**config.mk**
```make
export PLATFORM = sky130hd
export DESIGN_NAME = pc_fetch_unit
export DESIGN_NICKNAME = d
export VERILOG_FILES = /design/src/rtl/pc_fetch_unit_pkg.sv /design/src/rtl/pc_fetch_unit_next_calc.sv /design/src/rtl/pc_fetch_unit.sv
export SDC_FILE = /design/constraint.sdc
export NUM_CORES = 1
export LEC_CHECK = 0
export ABC_CLOCK_PERIOD_IN_PS = 3890
export BUFFER_PORTS_ARGS = -buffer_cell sky130_fd_sc_hd__buf_2
export CORE_MARGIN = 4
export CORE_UTILIZATION = 59
export CTS_BUF_LIST = sky130_fd_sc_hd__clkbuf_4
export DETAILED_ROUTE_END_ITERATION = 8
export MAX_ROUTING_LAYER = met4
export PLACE_DENSITY = 0.92
export RECOVER_POWER = 100
export SYNTH_ARGS = -nofsm -noshare
export SYNTH_HDL_FRONTEND = slang
export SYNTH_SLANG_ARGS = --single-unit
export TNS_END_PERCENT = 30
```
**constraint.sdc**
```tcl
create_clock -name clk -period 3.89 [get_ports clk]
set_input_delay 0.778 -clock clk [delete_from_list [all_inputs] [get_ports clk]]
set_output_delay 0.778 -clock clk [all_outputs]
set_load 0.05 [all_outputs]
```
**src/rtl/pc_fetch_unit_pkg.sv**
```systemverilog
// rtl/pc_fetch_unit_pkg.sv - shared PC-select codes, fetch FSM states and PC width
// Purpose: constants shared by the fetch unit and the branch decision unit.
// Ports: none (package).
package pc_fetch_unit_pkg;

    localparam int PC_W = 8;

    // PC-select codes produced by the branch/jump decision unit
    localparam logic [1:0] PC_SEL_SEQ    = 2'b00;
    localparam logic [1:0] PC_SEL_BRANCH = 2'b01;
    localparam logic [1:0] PC_SEL_JUMP   = 2'b10;

    typedef enum logic [1:0] {
        ST_IDLE  = 2'b00,
        ST_FETCH = 2'b01,
        ST_HOLD  = 2'b10
    } fetch_state_e;

    // Only branch-taken and jump move the PC; sequential and the reserved code are no-ops
    function automatic logic is_redirect_sel(input logic [1:0] sel);
        return (sel == PC_SEL_BRANCH) || (sel == PC_SEL_JUMP);
    endfunction

endpackage

```
**src/rtl/pc_fetch_unit_next_calc.sv**
```systemverilog
// rtl/pc_fetch_unit_next_calc.sv - combinational redirect target selection
// Purpose: decides whether a redirect applies and computes its target address.
// Ports:
//   redirect_valid_i  qualifies pc_sel_i/br_offset_i/jmp_target_i
//   pc_sel_i          PC-select code
//   last_pc_i         address of the last instruction accepted by decode
//   br_offset_i       two's-complement branch offset
//   jmp_target_i      absolute jump address
//   redirect_o        a redirect applies this cycle
//   target_o          redirect target address
module pc_next_calc
    import pc_fetch_unit_pkg::*;
(
    input  logic            redirect_valid_i,
    input  logic [1:0]      pc_sel_i,
    input  logic [PC_W-1:0] last_pc_i,
    input  logic [PC_W-1:0] br_offset_i,
    input  logic [PC_W-1:0] jmp_target_i,
    output logic            redirect_o,
    output logic [PC_W-1:0] target_o
);

    always_comb begin
        redirect_o = redirect_valid_i && is_redirect_sel(pc_sel_i);
        // 8-bit add wraps naturally, giving the mod-256 branch target
        if (pc_sel_i == PC_SEL_JUMP) begin
            target_o = jmp_target_i;
        end else begin
            target_o = last_pc_i + PC_W'(1) + br_offset_i;
        end
    end

endmodule

```
**src/rtl/pc_fetch_unit.sv**
```systemverilog
// rtl/pc_fetch_unit.sv - program counter and instruction fetch stage
// Purpose: holds the PC, fetches over a req/ack memory handshake and hands one
//   instruction at a time to decode over valid/ready; redirects flush stale fetches.
// Ports:
//   clk, rst_n                      clock, asynchronous active-low reset
//   redirect_valid, pc_sel,         redirect request from the branch decision unit
//   br_offset, jmp_target
//   imem_req, imem_addr             fetch request / address to instruction memory
//   imem_ack, imem_rdata            fetch completion / returned word
//   inst_valid, inst_ready          handshake to decode
//   inst_out, inst_pc               instruction and its address
module pc_fetch_unit
    import pc_fetch_unit_pkg::*;
#(
    parameter int              IW       = 16,
    parameter logic [PC_W-1:0] RESET_PC = 8'h00
) (
    input  logic            clk,
    input  logic            rst_n,
    input  logic            redirect_valid,
    input  logic [1:0]      pc_sel,
    input  logic [PC_W-1:0] br_offset,
    input  logic [PC_W-1:0] jmp_target,
    output logic            imem_req,
    output logic [PC_W-1:0] imem_addr,
    input  logic            imem_ack,
    input  logic [IW-1:0]   imem_rdata,
    output logic            inst_valid,
    input  logic            inst_ready,
    output logic [IW-1:0]   inst_out,
    output logic [PC_W-1:0] inst_pc
);

    fetch_state_e    state_q, state_d;
    logic [PC_W-1:0] pc_q, pc_d;
    logic [PC_W-1:0] last_pc_q, last_pc_d;
    logic            drop_q, drop_d;
    // Address of the request still in flight when a redirect arrived without an ack
    logic [PC_W-1:0] addr_q, addr_d;
    logic [IW-1:0]   inst_data_q, inst_data_d;
    logic [PC_W-1:0] inst_pc_q, inst_pc_d;

    logic            redirect;
    logic [PC_W-1:0] target;

    pc_next_calc u_next_calc (
        .redirect_valid_i (redirect_valid),
        .pc_sel_i         (pc_sel),
        .last_pc_i        (last_pc_q),
        .br_offset_i      (br_offset),
        .jmp_target_i     (jmp_target),
        .redirect_o       (redirect),
        .target_o         (target)
    );

    // State register
    always_ff @(posedge clk or negedge rst_n) begin
        if (!rst_n) begin
            state_q <= ST_IDLE;
        end else begin
            state_q <= state_d;
        end
    end

    // Datapath registers
    always_ff @(posedge clk or negedge rst_n) begin
        if (!rst_n) begin
            pc_q        <= RESET_PC;
            last_pc_q   <= RESET_PC;
            drop_q      <= 1'b0;
            addr_q      <= RESET_PC;
            inst_data_q <= '0;
            inst_pc_q   <= '0;
        end else begin
            pc_q        <= pc_d;
            last_pc_q   <= last_pc_d;
            drop_q      <= drop_d;
            addr_q      <= addr_d;
            inst_data_q <= inst_data_d;
            inst_pc_q   <= inst_pc_d;
        end
    end

    // Next-state and datapath next values
    always_comb begin
        state_d     = state_q;
        pc_d        = pc_q;
        last_pc_d   = last_pc_q;
        drop_d      = drop_q;
        addr_d      = addr_q;
        inst_data_d = inst_data_q;
        inst_pc_d   = inst_pc_q;
        case (state_q)
            ST_IDLE: begin
                state_d = ST_FETCH;
                if (redirect) begin
                    pc_d = target;
                end
            end
            ST_FETCH: begin
                if (imem_ack) begin
                    if (redirect) begin
                        // Returned word is stale; next request goes to the target
                        pc_d   = target;
                        drop_d = 1'b0;
                    end else if (drop_q) begin
                        drop_d = 1'b0;
                    end else begin
                        inst_data_d = imem_rdata;
                        inst_pc_d   = pc_q;
                        pc_d        = pc_q + PC_W'(1);
                        state_d     = ST_HOLD;
                    end
                end else if (redirect) begin
                    // Keep the in-flight address on the bus; only the first
                    // redirect captures it, later ones just move the PC
                    pc_d   = target;
                    drop_d = 1'b1;
                    if (!drop_q) begin
                        addr_d = pc_q;
                    end
                end
            end
            ST_HOLD: begin
                if (inst_ready) begin
                    last_pc_d = inst_pc_q;
                end
                if (redirect) begin
                    pc_d    = target;
                    state_d = ST_FETCH;
                end else if (inst_ready) begin
                    state_d = ST_FETCH;
                end
            end
            default: begin
                state_d = ST_IDLE;
            end
        endcase
    end

    // Outputs
    always_comb begin
        imem_req   = (state_q == ST_FETCH);
        inst_valid = (state_q == ST_HOLD);
        imem_addr  = drop_q ? addr_q : pc_q;
        inst_out   = inst_data_q;
        inst_pc    = inst_pc_q;
    end

endmodule
```
==> results of run 1 <==
[state kept, by name, indices dropped and copies added (netlist names)]
name	flops
drop_q	1
state_q	2
addr_q	8
inst_out	16
pc_q	8
last_pc_q	8
inst_pc	8
[placed cells by master (no fill, tap or decap), drive strengths merged]
| cell type | n |
|---|---|
| dfrtp | 51 |
| mux2 | 44 |
| buf | 42 |
| clkbuf | 36 |
| nand2 | 20 |
| o21ai | 13 |
| a21oi | 12 |
| ha | 9 |
| inv | 8 |
| nor2 | 7 |
| nand3 | 6 |
| nor2b | 5 |
| xor2 | 4 |
| o21a | 4 |
| nor3 | 4 |
| o22ai | 4 |
| nand2b | 3 |
| o311ai | 3 |
| a211oi | 3 |
| clkinv | 3 |
| and2 | 3 |
| o211ai | 2 |
| nand4 | 2 |
| o31a | 2 |
| a22o | 2 |
| a31oi | 2 |
| or2b | 1 |
| and3 | 1 |
| a31o | 1 |
| a32oi | 1 |
| a21boi | 1 |
| or3b | 1 |
| or3 | 1 |
| a22oi | 1 |
| a21bo | 1 |
| or4 | 1 |
| or2 | 1 |
| fa | 1 |
[layer usage]
metal / global-route usage [%] / vias up
met4: 7.57 / 0
met5: - / -
met2: 34.3 / 90
li1: - / 997
met3: 4.49 / 15
met1: 32.0 / 941
[metrics by stage]
step	setup slack (ps)	power [mW]
3_3_place_gp	1220	2.77
5_1_grt	1180	3.10
2_1_floorplan	1330	2.42
3_5_place_dp	1170	2.82
6_report	1320	2.91
4_1_cts	1440	3.06
[worst max-delay path by stage]
stage / endpoint / slack, ps / cells after the start / startpoint
floorplan: imem_addr[1] / 1330 / 2 / drop_q
global placement: inst_out[15] / 1220 / 8 / pc_sel[0]
detailed placement: inst_pc[3] / 1170 / 8 / pc_sel[0]
CTS: imem_addr[7] / 1440 / 2 / drop_q
global route: imem_addr[2] / 1180 / 2 / drop_q
finish: imem_req / 1320 / 2 / state_q[0]
[cell type report]
type | instances | share of cell area, %
timing repair buffer | 73 | 10.9
multi-input combinational | 166 | 42.1
clock inverter | 3 | 0.496
inverter | 8 | 0.992
sequential | 51 | 42.1
clock buffer | 5 | 1.24
tap | 52 | 2.15
[critical path, cell delays in order (launching register included)]
cell      delay [ps]
dfrtp_1          560
nor2b_1          350
clkbuf_1         500
[report_power, final]
| part | total [mW] | switching [mW] | leakage, nW | internal, mW |
|---|---|---|---|---|
| Combinational | 1.67 | 1.16 | 0.733 | 0.502 |
| Clock | 0.234 | 0.167 | 0.0347 | 0.0677 |
| Sequential | 1.01 | 0.224 | 0.612 | 0.788 |
[cells by family (layout without fill, tap and decap cells)]
group / count (synthesis) / in the layout / synth area share (%)
adders and majority gates: 10 / 10 / 4.91
xor gates and xnor gates: 4 / 4 / 1.30
DFF: 51 / 51 / 47.2
AOI/OAI and AO/OA: 52 / 52 / 12.4
muxes: 44 / 44 / 20.4
and+or+nand+nor: 56 / 56 / 10.5
buffers and inverters: 15 / 89 / 3.29
==> flow_summary.ini, run 1 <==
[min_path]
holdPathStages = 1
hold_class = register to register
holdPathEnd = addr_q[3]
min_from = addr_q[3]

[sta]
rsz0062_at_grt = no
max_freq_mhz = 389
worstMarginPinSlew_ps = 1090
skew_ps = 8.24
timing.final.crit_period_ps = 2570
setup_viol = 0
fin_crit_sh_pct = 66.1
maxSlewViolCount = 0
slew_headroom_pct = 27.4
fin_tns_setup_ps = 0
hold_viol_final = 0
holdWs_ps = 518

[cts]
post_cts_buffers = 0
cts-root-buf = clkbuf_4
clk_path_buf_depth = 2
clock_latency_ps = 370
cts_buffers = 5
clock_sinks = 51
cts_hold_buffers = 0
htree_levels = 2
clkTransAtPathRegs_ps = 140
cts_resized = 0
cts_tree = yes

[synth]
avgSynthCellArea_sq_um = 11.6
synth_top_area_cell = dfrtp_1
syn-cell-area_sq_um = 2700
synth.top_cell.area_share_pct = 47.2
synthCells = 232
ys_ff_latch = 51
synth_most_common_cell = dfrtp_1
synth.net_count = 281
synthTopCellsByArea = dfrtp_1 (47%), mux2_2 (12%), mux2_4 (8.3%)
yosys_warnings = 0
synth_edf_count = 0
synth_cell_types = 43
synthTopCellsByCount = dfrtp_1 (51), mux2_2 (29), nand2_1 (19)
synth-main-ff-cell = dfrtp_1
synthArstFlopShare_pct = 100
synth_seq_area_share_pct = 47.2

[cells_and_area]
seq_area_sq_um = 1280
area_growth_pct = 12.0
final_util_pct = 69.1
multiInputGateArea_sq_um = 1270
layout.cells.non_filler = 358
nNetsFinal = 354
final_area_sq_um = 3030
diodes = 0
fillerInstances = 373
layout-drive-gt1-share_pct = 26.5

[routing]
wl_per_cell_um = 16.8
wl_met2_um = 2750
drt-met1-wl_um = 2720
drcViolationCount = 0
wl_met3_um = 436
wirelength_um = 6020
drt_iter0_markers = 112
antenna_left = 0
top_layer_used = met4
via_per_inst = 5.71
first_pass_iters = 5
vias = 2043

[global_routing]
antenna_found_initial = 0
grt_start_max_net_pins = 52
grt_pass1_wl_um = 9460
grt_util_all_layers_pct = 23.1
first_global_vias = 1983
grt_overflow = 0

[die]
die_x_um = 75.7
dieArea_sq_um = 5730
initial_utilization_pct = 61.6
num_rows = 24
chipHeight_um = 75.7
io_pins = 73
coreArea_sq_um = 4380

[setup_path]
cp-start-kind = register
arrival_ps = 1790
r2r-start = state_q[0]
r2r_end = addr_q[6]
reg2reg_depth = 4
critPathCaptureType = primary output
cp_max_fo = 11
reg2reg_slack_ps = 1800
path_class = register to primary output
required_ps = 3110

[placed_design]
hpwl_um = 4520
port-buffer-count = 72
gp_congestion = 0.933
dp.cells = 350
dpl_cell_area_sq_um = 3080

[power]
powerDensity_nw_per_um2 = 962
ir_drop_v = 0.000615
p_leak_nw = 1.38

[flow_run]
drv_cap = 0

[status]
run_status = finished clean
Note: power is estimated with default switching activity, not from simulation.
==> run 2: changes to the inputs <==
- ABC_AREA: not set -> 1
- ABC_CLOCK_PERIOD_IN_PS: 3890 -> 2500
- CORE_UTILIZATION: 59 -> 55
- PLACE_DENSITY: 0.92 -> 0.87
- clock period: 3.89 -> 2.5 ns (I/O delays scaled with it)
==> run 2 against run 1 <==
  * The flow now finishes with violations (max-capacitance violations, max-slew violations)
  * Non-clock buffer count grew 2
  * Clock skew is 5.2 ps lower
  * Wire length increased by 9.8%
  * Global-route usage grew 0.36 points
  * Combinational power grew 69%
  * Die area is 7.9% higher
  * Critical endpoint unchanged
==> flow_summary.ini, run 2 <==
[synth]
synthTopCellsByCount = nand2_1 (58), dfrtp_1 (51), inv_1 (35)
synth-main-ff-cell = dfrtp_1
ys_ff_latch = 51
synth.top_cell.area_share_pct = 46.5
synth_most_common_cell = nand2_1
synthArstFlopShare_pct = 100
avgSynthCellArea_sq_um = 9.02
synth_top_area_cell = dfrtp_1
synth_edf_count = 0
syn-cell-area_sq_um = 2740
synth_seq_area_share_pct = 46.5
synthCells = 304
synth_cell_types = 27
synthTopCellsByArea = dfrtp_1 (47%), mux2_2 (12%), nand2_1 (7.9%)
yosys_warnings = 0
synth.net_count = 353

[cells_and_area]
final_area_sq_um = 3180
fillerInstances = 398
diodes = 0
nNetsFinal = 427
layout-drive-gt1-share_pct = 23.5
area_growth_pct = 15.9
final_util_pct = 66.4
largest_reg_flops = 16
final_cell_mix = nand2_1 (59), dfrtp_1 (51), buf_2 (37)
final_common_cell = nand2_1

[setup_path]
reg2reg_slack_ps = 500
r2r_end = inst_out[0]
cp-start-kind = register
cp_max_fo = 4
path_class = register to primary output
required_ps = 2000
reg2reg_depth = 6
arrival_ps = 1650
r2r-start = state_q[0]
critPathCaptureType = primary output

[status]
run_status = finished with violations
violations = max-capacitance violations, max-slew violations

[global_routing]
first_global_vias = 2353
grt_pass1_wl_um = 11000
grt_util_all_layers_pct = 23.4
grt_overflow = 0
antenna_found_initial = 0
grt_start_max_net_pins = 36

[power]
ir_drop_v = 0.00109
p_leak_nw = 1.62
total_power_mw = 4.87
powerDensity_nw_per_um2 = 1530

[die]
io_pins = 73
initial_utilization_pct = 57.3
coreArea_sq_um = 4790
die_x_um = 78.6
num_rows = 25
dieArea_sq_um = 6180
chipHeight_um = 78.6

[sta]
hold_viol_final = 0
worstMarginPinSlew_ps = 1810
rsz0062_at_grt = no
fin_tns_setup_ps = 0
slew_headroom_pct = -20.5
max_freq_mhz = 465
maxSlewViolCount = 36
skew_ps = 3.01
fin_crit_sh_pct = 86.0
timing.final.crit_period_ps = 2150
setup_viol = 0

[routing]
antenna_left = 0
first_pass_iters = 5
vias = 2382
wirelength_um = 6610
drt_iter0_markers = 251
via_per_inst = 5.34
wl_per_cell_um = 14.8
drcViolationCount = 0

[cts]
cts_resized = 0
clock_latency_ps = 380
clkTransAtPathRegs_ps = 150
cts_hold_buffers = 0
clock_sinks = 51
clk_path_buf_depth = 2
cts_tree = yes
htree_levels = 2
post_cts_buffers = 0
cts_buffers = 5
cts-root-buf = clkbuf_4

[min_path]
min_from = imem_rdata[14]
hold_class = input port to register
holdPathEnd = inst_out[14]
holdPathStages = 2

[placed_design]
gp_congestion = 0.940
dpl_cell_area_sq_um = 3150
port-buffer-count = 72
hpwl_um = 5130

[flow_run]
drv_cap = 1
## run 2: changes by cell type in the layout (fill, tap and decap cells not counted), moves of 5 or more
cell,change
a21oi_1,+6
clkbuf_2,+8
inv_1,+28
mux2_1,-18
nand2_1,+39
nand3_1,+10
nor2_1,+20
nor2b_1,-5
o21ai_0,+15
## run 2: worst max-delay path by stage
stage | start | end | slack [ps] | cells after the start
global placement | pc_sel[0] | inst_out[11] | 320 | 9
finish | state_q[1] | imem_req | 350 | 4
CTS | drop_q | imem_addr[4] | 380 | 2
global route | drop_q | imem_addr[1] | 220 | 2
detailed placement | pc_sel[0] | inst_out[0] | 260 | 9
floorplan | drop_q | imem_addr[6] | 210 | 3
## run 2: layout make-up
class                   count  area (sq um)  share of cell area [%]
repair buffers             75           338                    10.6
well taps                  67          83.8                    2.64
clock inverters             3          47.5                    1.50
inverters                  38           144                    4.53
clock buffers               5          37.5                    1.18
multi-input cells         207          1250                    39.4
flip-flops and latches     51          1280                    40.2
## run 2: cell families (layout without fill, tap and decap cells)
logic type,Yosys count,after routing,synth area share [%]
compound gates,49,49,9.58
xor+xnor,6,6,1.92
fa+ha+maj,10,10,4.84
buf+inv,46,121,7.30
flops,51,51,46.5
mux,30,30,12.3
simple gates,112,112,17.5
## run 2: per-stage QoR
step	hold WS (ps)	setup slack, ps	std cells
final	338	351	446
after global routing	317	217	446
after CTS	189	384	446
after detailed placement	491	256	438
after global placement	482	316	438
after floorplan	204	211	304
## run 2: worst max-delay path, cell delays in order (launching register included)
cell and delay, ps:
dfrtp_1 410, inv_1 160, nand2_1 120, inv_1 110, clkbuf_1 480
## run 2: power by group
group          internal, mW  total (mW)  switching, mW
logic                 0.779        2.83           2.05
clock network         0.216       0.494          0.278
registers              1.23        1.55          0.320
total                  2.22        4.87           2.65
## run 2: layer usage
metal | global-route usage, % | vias to the layer above | wire length (um)
met3 | 3.44 | 12 | 382
met5 | - | - | 0
li1 | - | 1142 | -
met4 | 6.99 | 0 | 96
met1 | 30.1 | 1134 | 2740
met2 | 38.6 | 94 | 3390
==> run 3: changes to the inputs <==
- CORE_UTILIZATION: 55 -> 45
- CTS_BUF_LIST: sky130_fd_sc_hd__clkbuf_4 -> not set
- GPL_TIMING_DRIVEN: not set -> 0
- PLACE_DENSITY: 0.87 -> 0.74
==> run 3 against run 2 <==
  * The flow now finishes without violations
  * Wire length decreased by 1.1%
  * Non-clock buffer count increased by 5
  * Clock skew increased by 8.8 ps
  * Highest routed layer unchanged
==> flow_summary.ini, run 3 (same netlist as run 2, synthesis figures left out) <==
[status]
run_status = finished clean

[min_path]
hold_class = input port to register
holdPathStages = 2
min_from = imem_rdata[0]
holdPathEnd = inst_out[0]

[cts]
clkTransAtPathRegs_ps = 100
cts_hold_buffers = 0
post_cts_buffers = 0
htree_levels = 2
clk_path_buf_depth = 2
cts_resized = 0
clock_latency_ps = 310
clock_sinks = 51
cts_buffers = 5
cts-root-buf = clkbuf_8
cts_tree = yes

[placed_design]
port-buffer-count = 72
hpwl_um = 5070
gp_congestion = 0.925
dp_slack_ps = 165

[power]
switching_power_mw = 2.63
p_sw_share_pct = 52.9
combPwrFrac_pct = 58.0
clkPwrFrac_pct = 11.7
pwr-share-seq_pct = 30.3
p_leak_nw = 1.66
ir_drop_v = 0.00123
powerDensity_nw_per_um2 = 1530
p_int_mw = 2.34

[cells_and_area]
largest_reg_flops = 16
nNetsFinal = 432
fillerInstances = 557
layout-drive-gt1-share_pct = 23.7
final_common_cell = nand2_1
diodes = 0
area_growth_pct = 19.0
final_cell_mix = nand2_1 (59), dfrtp_1 (51), buf_2 (41)

[sta]
worst_slack_ps = 264
holdWs_ps = 409
fin_crit_sh_pct = 89.4
hold_viol_final = 0
skew_ps = 11.8
setup_viol = 0
maxSlewViolCount = 0
worstMarginPinSlew_ps = 1280
timing.final.crit_period_ps = 2240
fin_tns_setup_ps = 0
max_freq_mhz = 447
slew_headroom_pct = 14.6
rsz0062_at_grt = no

[routing]
antenna_left = 0
drt_iter0_markers = 137
drcViolationCount = 0
vias = 2321
first_pass_iters = 4
via_per_inst = 5.06
wirelength_um = 6540
wl_per_cell_um = 14.2

[global_routing]
grt_start_max_net_pins = 52
grt_pass1_wl_um = 10600
antenna_found_initial = 0
grt_util_all_layers_pct = 18.8
first_global_vias = 2297
grt_overflow = 0

[die]
io_pins = 73
coreArea_sq_um = 5920
initial_utilization_pct = 46.3
chipHeight_um = 86.1
dieArea_sq_um = 7410
die_x_um = 86.1
num_rows = 28

[setup_path]
r2r_end = addr_q[1]
path_class = register to primary output
reg2reg_slack_ps = 600
r2r-start = state_q[1]
arrival_ps = 1740
reg2reg_depth = 6
required_ps = 2000
cp-start-kind = register
critPathCaptureType = primary output
cp_max_fo = 10

[flow_run]
drv_cap = 0
[run 3: changes by cell type in the layout (fill, tap and decap cells not counted)]
cell        before  now
clkinvlp_4       0    1
clkbuf_8         0    5
buf_2           37   41
clkbuf_1        30   33
nand2_4          0    1
clkbuf_4         5    0
clkinv_4         1    0
clkbuf_2         8    3
buf_6            0    3
nand2_2          2    1
[run 3: through the flow]
step | cells | instance area, sq um | util [%] | total power [mW]
floorplan | 304 | 2740 | - | 3.76
global placement | 451 | 3200 | 54.0 | 4.40
detailed placement | 451 | 3200 | 54.0 | 4.49
CTS | 459 | 3310 | 55.9 | 5.08
global route | 459 | 3260 | 55.1 | 5.34
finish | 459 | 3260 | 55.1 | 4.98
[run 3: worst max-delay path by stage]
| stage | to | cells past startpoint | from | slack (ps) |
|---|---|---|---|---|
| final | imem_addr[2] | 5 | drop_q | 260 |
| after floorplan | imem_addr[6] | 3 | drop_q | 210 |
| after detailed placement | inst_out[7] | 10 | pc_sel[0] | 170 |
| after global routing | imem_addr[2] | 5 | drop_q | 160 |
| after CTS | imem_addr[1] | 5 | drop_q | 420 |
| after global placement | inst_out[7] | 10 | pc_sel[0] | 180 |
[run 3: metal layers]
layer / track usage [%] / vias to the layer above / wire [um]
met1: 25.6 / 1097 / 2950
li1: - / 1152 / -
met4: 4.17 / 0 / 63
met3: 3.46 / 6 / 401
met5: - / - / 0
met2: 29.4 / 66 / 3120
[run 3: worst max-delay path, cell delays in order, from the launching register on]
cell and delay (ps):
dfrtp_1 330, buf_2 170, buf_2 240, nand2_1 70, o21ai_0 120, clkbuf_1 500
[run 3: final cells by class]
| cell class | instances | area [sq um] | share of cell area [%] |
|---|---|---|---|
| timing repair buffer | 72 | 323 | 9.89 |
| tap | 75 | 93.8 | 2.88 |
| sequential | 51 | 1280 | 39.1 |
| inverter | 38 | 144 | 4.41 |
| clock buffer | 5 | 68.8 | 2.11 |
| multi-input combinational | 207 | 1260 | 38.5 |
| buffer | 8 | 55.1 | 1.69 |
| clock inverter | 3 | 46.3 | 1.42 |
[run 3: power groups by stage]
stage | clock (mW) | combinational, mW | sequential, mW
CTS | 0.595 | 2.99 | 1.50
global route | 0.626 | 3.15 | 1.56
finish | 0.584 | 2.89 | 1.51
floorplan | 0 | 1.64 | 2.13
global placement | 0 | 2.92 | 1.49
detailed placement | 0 | 2.98 | 1.51
